[src/rtl/adder_share_sched.sv]
// Round-robin arbiter sharing a single 8-bit adder slice among NREQ requesters.
// Operands are added one byte per cycle, LSB first, with a registered carry.
module adder_share_sched #(
    parameter int NREQ   = 4,
    parameter int NBYTES = 2,
    parameter int IDW    = (NREQ > 1) ? $clog2(NREQ) : 1
) (
    input  logic                   clk,
    input  logic                   rst_n,
    input  logic [NREQ-1:0]        req_valid,
    output logic [NREQ-1:0]        req_ready,
    input  logic [NREQ*8*NBYTES-1:0] req_a,
    input  logic [NREQ*8*NBYTES-1:0] req_b,
    output logic                   rsp_valid,
    input  logic                   rsp_ready,
    output logic [IDW-1:0]         rsp_id,
    output logic [8*NBYTES:0]      rsp_sum,
    output logic                   busy
);

    localparam int W  = 8 * NBYTES;
    localparam int KW = (NBYTES > 1) ? $clog2(NBYTES) : 1;

    typedef enum logic [1:0] {
        IDLE,
        ADD,
        RESP
    } state_t;

    state_t         state_q, state_d;
    logic [IDW-1:0] rr_ptr_q, rr_ptr_d;
    logic [KW-1:0]  k_q, k_d;
    logic           carry_q, carry_d;
    logic           rsp_valid_q, rsp_valid_d;
    logic [IDW-1:0] rsp_id_q, rsp_id_d;
    logic [W:0]     rsp_sum_q, rsp_sum_d;
    logic           busy_q, busy_d;
    logic [IDW-1:0] gnt_id_q, gnt_id_d;
    logic [W-1:0]   op_a_q, op_a_d;
    logic [W-1:0]   op_b_q, op_b_d;

    logic           grant_found;
    logic [IDW-1:0] grant_idx;
    logic [7:0]     a_byte;
    logic [7:0]     b_byte;
    logic [8:0]     slice;

    // Rotating priority search starting at rr_ptr.
    always_comb begin
        grant_found = 1'b0;
        grant_idx   = '0;
        for (int j = 0; j < NREQ; j++) begin
            if (!grant_found && req_valid[(int'(rr_ptr_q) + j) % NREQ]) begin
                grant_found = 1'b1;
                grant_idx   = IDW'((int'(rr_ptr_q) + j) % NREQ);
            end
        end
    end

    always_comb begin
        req_ready = '0;
        if (state_q == IDLE && grant_found) begin
            req_ready[grant_idx] = 1'b1;
        end
    end

    // The one shared byte slice.
    always_comb begin
        a_byte = '0;
        b_byte = '0;
        for (int i = 0; i < NBYTES; i++) begin
            if (k_q == KW'(i)) begin
                a_byte = op_a_q[i*8 +: 8];
                b_byte = op_b_q[i*8 +: 8];
            end
        end
        slice = {1'b0, a_byte} + {1'b0, b_byte} + {8'b0, carry_q};
    end

    always_comb begin
        state_d     = state_q;
        rr_ptr_d    = rr_ptr_q;
        k_d         = k_q;
        carry_d     = carry_q;
        rsp_valid_d = rsp_valid_q;
        rsp_id_d    = rsp_id_q;
        rsp_sum_d   = rsp_sum_q;
        busy_d      = busy_q;
        gnt_id_d    = gnt_id_q;
        op_a_d      = op_a_q;
        op_b_d      = op_b_q;
        unique case (state_q)
            IDLE: begin
                if (grant_found) begin
                    for (int i = 0; i < NREQ; i++) begin
                        if (grant_idx == IDW'(i)) begin
                            op_a_d = req_a[i*W +: W];
                            op_b_d = req_b[i*W +: W];
                        end
                    end
                    gnt_id_d = grant_idx;
                    if (grant_idx == IDW'(NREQ - 1)) begin
                        rr_ptr_d = '0;
                    end else begin
                        rr_ptr_d = grant_idx + IDW'(1);
                    end
                    k_d     = '0;
                    carry_d = 1'b0;
                    busy_d  = 1'b1;
                    state_d = ADD;
                end
            end
            ADD: begin
                for (int i = 0; i < NBYTES; i++) begin
                    if (k_q == KW'(i)) begin
                        rsp_sum_d[i*8 +: 8] = slice[7:0];
                    end
                end
                carry_d = slice[8];
                k_d     = k_q + KW'(1);
                if (k_q == KW'(NBYTES - 1)) begin
                    rsp_sum_d[W] = slice[8];
                    rsp_id_d     = gnt_id_q;
                    rsp_valid_d  = 1'b1;
                    k_d          = '0;
                    state_d      = RESP;
                end
            end
            RESP: begin
                if (rsp_ready) begin
                    rsp_valid_d = 1'b0;
                    busy_d      = 1'b0;
                    state_d     = IDLE;
                end
            end
            default: begin
                state_d = IDLE;
            end
        endcase
    end

    always_ff @(posedge clk or negedge rst_n) begin
        if (!rst_n) begin
            state_q     <= IDLE;
            rr_ptr_q    <= '0;
            k_q         <= '0;
            carry_q     <= 1'b0;
            rsp_valid_q <= 1'b0;
            rsp_id_q    <= '0;
            rsp_sum_q   <= '0;
            busy_q      <= 1'b0;
            gnt_id_q    <= '0;
        end else begin
            state_q     <= state_d;
            rr_ptr_q    <= rr_ptr_d;
            k_q         <= k_d;
            carry_q     <= carry_d;
            rsp_valid_q <= rsp_valid_d;
            rsp_id_q    <= rsp_id_d;
            rsp_sum_q   <= rsp_sum_d;
            busy_q      <= busy_d;
            gnt_id_q    <= gnt_id_d;
        end
    end

    // Operand capture needs no reset; contents only matter after a grant.
    always_ff @(posedge clk) begin
        op_a_q <= op_a_d;
        op_b_q <= op_b_d;
    end

    assign rsp_valid = rsp_valid_q;
    assign rsp_id    = rsp_id_q;
    assign rsp_sum   = rsp_sum_q;
    assign busy      = busy_q;

endmodule

[config.mk]
export PLATFORM = sky130hd
export DESIGN_NAME = adder_share_sched
export DESIGN_NICKNAME = d
export VERILOG_FILES = /design/src/rtl/adder_share_sched.sv
export SDC_FILE = /design/constraint.sdc
export NUM_CORES = 1
export LEC_CHECK = 0
export BUFFER_PORTS_ARGS = -buffer_cell sky130_fd_sc_hd__buf_4
export CAP_MARGIN = 20
export CORE_MARGIN = 5
export CORE_UTILIZATION = 42
export CTS_BUF_LIST = sky130_fd_sc_hd__clkbuf_8 sky130_fd_sc_hd__clkbuf_16
export CTS_CLUSTER_SIZE = 24
export DETAILED_ROUTE_END_ITERATION = 10
export PLACE_DENSITY = 0.72
export SYNTH_ARGS = -nofsm -noshare
export SYNTH_HDL_FRONTEND = slang
export SYNTH_SLANG_ARGS = --single-unit
[constraint.sdc]
create_clock -name clk -period 3.6 [get_ports clk]
set_clock_uncertainty 0.1 [all_clocks]
set_input_delay 0.72 -clock clk [delete_from_list [all_inputs] [get_ports clk]]
set_output_delay 0.72 -clock clk [all_outputs]
set_load 0.01 [all_outputs]
==> impl_metrics.toml, run 1 <==
[outcome]
outcome = "finished, final reports clean"

[global_routing]
grt_use_met3_pct = 4.03
grt_use_total_pct = 18.2
grt_busiest_layer = "met2"
met2_usage_pct = 29.9
grt_pass1_vias = 3379
use_met1_pct = 23.3
grt_pass1_wl_um = 16300
grt_overflow = 0
grt_max_degree = 65
antenna_found_initial = 0

[flow_run]
drv_cap = 0

[timing]
hold_viol_final = 0
max-slew-margin-rel_pct = 53.6
fin_crit_sh_pct = 87.6
period_needed_ns = 3.15
fmax_mhz = 317
maxSlewViolCount = 0
hold-worst-slack_ns = 0.191
rsz0062_at_grt = "false"
tightest_slew_ns = 0.690
setup_violations = 0
setup_tns_ns = 0

[yosys]
ys_seq_area_share_pct = 45.2
synthSimpleGateAreaFrac_pct = 14.1
netlist_instances = 392
netlist_area_um2 = 3730
synthAdderAreaFrac_pct = 4.76
synthTopCellsByArea = "edfxtp_1, dfrtp_1, mux2i_1"
synth_xor_area_share_pct = 0.939
synth_warnings = 0
syn_avg_cell_area_um2 = 9.51
synth_nets = 540
synth_top_area_cell = "edfxtp_1"
ys_types = 38
synth_top_area_share_pct = 25.8
synthMuxAreaShare_pct = 16.4
synth-seq-cells = 61
synth_top_family_by_area = "multiplexers"
synth-compound-area-share_pct = 14.9

[setup_path]
cp_data_arrival_time_ns = 2.33
r2r_cells = 7
critPathBufInv = 2
startpoint_type = "input pin"
required_ns = 2.78
path_depth = 6
endpoint_kind = "output port"
worstSetupPathType = "input pin to output port"
path_cells = "buf_4 > nor4_1 > nor4_1 > ha_2 > and2_1 > buf_4"
cp_max_fo = 7
slowest_stage = "nor4_1"
path_delay_family = "simple AND/OR/NAND/NOR gates"
slowest_delay_ns = 0.62

[clocking]
postCtsSetupBuffers = 0
cts_buffers = 9
cts-htree-levels = 3
cts-root-buf = "clkbuf_8"
cts.clk_slew.worst_paths_ns = 0.07
clockBufferDepth = 2
numClockSinks = 61
cts_hold_buffers = 0
cts_tree = "built"
cts_resized = 0
clkLatencyLatePin_ns = 0.33

[placement]
numPortBuffers = 159
gp_congestion = 0.872
post-dp-hpwl_um = 8120

[pwr]
clkPwrFrac_pct = 11.9
power.leakage_uw = 0.00233
p_comb_share_pct = 58.1
pwr-share-seq_pct = 30.0
swShare_pct = 41.1
p_sw_uw = 1930
finalPower_uw = 4700
intPower_uw = 2770
peakVddDrop_uv = 419
powerDensity_nw_per_um2 = 903

[floorplan]
start_util_pct = 43.0
core_region_area_um2 = 8680
placementRows = 34
fp.dieH_um = 104
die_x_um = 104
io_pins = 160
die-area_um2 = 10900

[final_layout]
final_core_util_pct = 60.0
n_antenna_cell = 0
multi_input_area_um2 = 1910
syn2layout_area_growth_pct = 39.7
layout-drive-gt1-share_pct = 37.5
nFillCells = 749
regArea_um2 = 1690
nets = 690

[routing]
num_vias = 3395
drtPass1Iterations = 4
wl_per_cell_um = 15.4
drc = 0
wl_um = 10100
first_iter_violations = 106
antenna_left = 0
vias_per_cell = 5.18

[min_path]
hold_class = "input pin to async pin"
==> registers in the layout, indices dropped and copies added (netlist names) <==
signal     count
rsp_id         2
op_b_q        16
rsp_valid      1
op_a_q        16
carry_q        1
rr_ptr_q       2
gnt_id_q       2
busy           1
state_q        2
k_q            1
rsp_sum       17
==> layer usage <==
metal	vias up	wire length, um
li1	1695	-
met1	1550	4160
met2	131	4920
met3	19	744
met4	0	245
met5	-	0
==> worst paths after layout <==
path | end | start | slack (ns)
worst max-delay path | req_ready[1] | req_valid[0] | 0.45
worst min-delay path | rr_ptr_q[0]$_DFFE_PN0N_ | rst_n | 0.19
worst max register to register | rsp_sum[6]$_DFFE_PN0P_ | k_q$_DFFE_PN0P_ | 0.68
worst min register to register | gnt_id_q[0]$_DFFE_PN0N_ | gnt_id_q[0]$_DFFE_PN0N_ | 0.38
max in group asynchronous | rsp_sum[11]$_DFFE_PN0P_ | rst_n | 2.93
min in group clk | gnt_id_q[0]$_DFFE_PN0N_ | gnt_id_q[0]$_DFFE_PN0N_ | 0.38
==> area by class of cell <==
type                            instances  share of cell area [%]
Clock buffer                            9                    2.38
Clock inverter                          7                    1.13
Inverter                                8                   0.577
Multi-Input combinational cell        297                    36.7
Sequential cell                        61                    32.4
Tap cell                              108                    2.59
Timing Repair Buffer                  165                    24.3
==> kinds of logic (layout without fill, tap and decap cells) <==
kind of cell,Yosys count,after routing
AND/OR/NAND/NOR,118,118
buffers and inverters,34,189
XOR/XNOR,4,4
flip-flops,61,61
AO/OA/AOI/OAI,104,104
multiplexers,58,58
adder cells (fa/ha/maj),13,13
==> cells in the mapped netlist <==
master,instances
dfrtp_1,29
a21boi_0,1
and2_1,4
inv_1,8
o31a_1,1
nor2_1,40
nand3_1,6
a21o_1,1
a21oi_1,45
nor4_1,4
a211oi_1,2
o31ai_1,3
nand4_1,1
nor2b_1,2
o211ai_1,1
nand2b_1,5
or4_1,2
xnor2_1,4
fa_1,2
or3_1,1
buf_1,1
o21ai_0,47
nor4b_1,2
ha_1,11
o2bb2a_1,1
a22oi_1,1
and2b_1,1
nand2_1,47
nand3b_1,1
mux2i_1,34
buf_6,1
mux2_2,24
o21bai_1,1
or3b_1,1
edfxtp_1,32
and3_1,1
clkbuf_1,20
buf_2,4
==> layout by cell type (no fill, tap or decap), types with 2 or more instances in the layout <==
cell,instances
nand3_1,6
xnor2_1,4
nor4b_1,2
nor2b_1,2
buf_12,2
clkinv_2,2
nand2b_1,5
mux2_2,24
edfxtp_1,32
buf_4,163
nor2_1,40
a211oi_1,2
ha_1,8
or4_1,2
nand2_1,47
mux2i_1,34
o21ai_0,47
clkbuf_8,9
o31ai_1,3
nor4_1,4
inv_1,10
and2_1,4
a21oi_1,45
fa_1,2
ha_2,3
dfrtp_1,29
==> per-stage QoR <==
stage / instance area (um^2) / instances / worst slack [ns]
global placement: 5030 / 639 / 0.475
floorplan: 3730 / 392 / 0.494
detailed placement: 5030 / 639 / 0.404
finish: 5210 / 655 / 0.447
global route: 5210 / 655 / 0.304
CTS: 5210 / 655 / 0.438
==> power by group through the flow <==
stage	sequential [uW]	combinational (uW)	clock [uW]
floorplan	1410	1890	0
global placement	1400	2660	0
detailed placement	1420	2740	0
CTS	1410	2750	570
global route	1440	3070	597
finish	1410	2730	561
Power figures use the tool's default switching activity.
==> run 2, diff against run 1 <==
- GPL_TIMING_DRIVEN: default -> 0
==> run 2 against run 1 <==
Register-to-register slack got worse by 0.32 ns. Critical path depth increased by 2. Final cell count increased by 2.6%. Routed wire length increased by 4.8%. Largest cell class unchanged.
==> impl_metrics.toml, run 2 (synthesis results as in run 1) <==
[outcome]
outcome = "finished, final reports clean"

[timing]
setup_violations = 0
tightest_slew_ns = 0.594
max-slew-margin-rel_pct = 60.4
setup_slack_ns = 0.173
maxSlewViolCount = 0
fin_crit_sh_pct = 95.2
period_needed_ns = 3.43
rsz0062_at_grt = "false"
hold-worst-slack_ns = 0.188
fmax_mhz = 292
hold_viol_final = 0

[setup_path]
cp_max_fo = 10
path_cells = "buf_4 > inv_1 > and3_1 > nor4_2 > ha_1 > buf_2 > and2_1 > buf_4"
critPathBufInv = 4
r2r_slack_ns = 0.36
cp_data_arrival_time_ns = 2.61
path_delay_family = "simple AND/OR/NAND/NOR gates"
startpoint_type = "input pin"
timing.critical_path.mode_cell = "buf_4"
r2r-start = "k_q$_DFFE_PN0P_"
r2r_cells = 8
slowest_stage = "ha_1"
required_ns = 2.78
endpoint_kind = "output port"
r2r_end = "rsp_sum[14]$_DFFE_PN0P_"
worstSetupPathType = "input pin to output port"
slowest_delay_ns = 0.49

[final_layout]
layout.cells.non_filler = 672
layout-drive-gt1-share_pct = 37.1
mostFrequentLayoutCells = "buf_4, o21ai_0, nand2_1"
largest_reg_flops = 17
final_core_util_pct = 61.5
layout_commonest_cell = "buf_4"
final_area_um2 = 5340
n_antenna_cell = 0
nets = 707
syn2layout_area_growth_pct = 43.1
nFillCells = 747

[global_routing]
antenna_found_initial = 0
grt_overflow = 0
grt_max_degree = 30
grt_use_total_pct = 19.4
grt_pass1_vias = 3669
grt_pass1_wl_um = 17400

[floorplan]
fp.dieH_um = 104
start_util_pct = 43.0
io_pins = 160
core_region_area_um2 = 8680
placementRows = 34
die_x_um = 104
die-area_um2 = 10900

[clocking]
clkLatencyLatePin_ns = 0.34
clockBufferDepth = 2
numClockSinks = 61
cts_buffers = 9
cts_hold_buffers = 0
cts-htree-levels = 3
cts-root-buf = "clkbuf_8"
cts.clk_slew.worst_paths_ns = 0.07
cts_tree = "built"

[routing]
antenna_left = 0
num_vias = 3473
drtPass1Iterations = 4
wl_um = 10600
wl_per_cell_um = 15.7
first_iter_violations = 144
drc = 0
vias_per_cell = 5.17

[placement]
post-dp-hpwl_um = 8810
gp_congestion = 0.896
dp_cells = 660
placed_area_um2 = 5090
post-place-ws_ns = -0.386
numPortBuffers = 159

[pwr]
power.leakage_uw = 0.00240
powerDensity_nw_per_um2 = 925
peakVddDrop_uv = 319

[min_path]
hold_class = "input pin to async pin"

[flow_run]
drv_cap = 0
-- run 2: how the worst max path moves through the flow --
stage	startpoint	to	slack (ns)	cells past startpoint
global route	req_valid[0]	req_ready[2]	0.01	8
CTS	k_q$_DFFE_PN0P_	rsp_sum[14]$_DFFE_PN0P_	0.008	9
floorplan	req_valid[0]	req_ready[2]	0.49	7
finish	req_valid[3]	req_ready[1]	0.17	8
detailed placement	req_valid[0]	req_ready[2]	-0.39	9
global placement	req_valid[0]	req_ready[2]	-0.27	9
-- run 2: routing by layer --
| metal | vias to the layer above | share of wire [%] | GRT usage, % | wire length (um) |
|---|---|---|---|---|
| li1 | 1730 | - | - | - |
| met1 | 1587 | 41 | 23.6 | 4350 |
| met2 | 133 | 49 | 32.6 | 5130 |
| met3 | 23 | 7.6 | 5.40 | 803 |
| met4 | 0 | 2.5 | 7.77 | 267 |
| met5 | - | 0 | 0 | 0 |
-- run 2: repair_timing --
action | 4_1_cts | 5_1_grt
resized for setup | 2 | 5
setup endpoints to repair | 3 | 9
setup buffers | 0 | 0
-- run 2: area by class of cell --
cell class                 instances  area [um^2]  area share, %
multi-input combinational        297         1920           35.9
sequential                        61         1690           31.6
timing repair buffer             160         1220           22.9
clock buffer                      14          215           4.03
tap                              108          135           2.53
buffer                            22         97.6           1.83
clock inverter                     2         33.8          0.633
inverter                           8         30.0          0.563
-- run 2: worst reg2reg max path, stage by stage (launching register included) --
cell and delay [ns]:
dfrtp_1 0.63, clkbuf_2 0.35, mux2_2 0.39, fa_1 0.45, fa_1 0.43, a21oi_1 0.21, o211ai_1 0.17, xnor2_1 0.25
o21ai_0 0.11
-- run 2: per-stage QoR --
step / setup TNS [ns] / power, uW
final: 0 / 4940
after global routing: 0 / 5390
after CTS: 0 / 4980
after detailed placement: -0.665 / 4250
after global placement: -0.575 / 4110
after floorplan: 0 / 3300
-- run 2: power by group --
part	switching [uW]	internal, uW
Sequential	179	1220
Combinational	1560	1260
Clock	253	458
Total	1990	2950
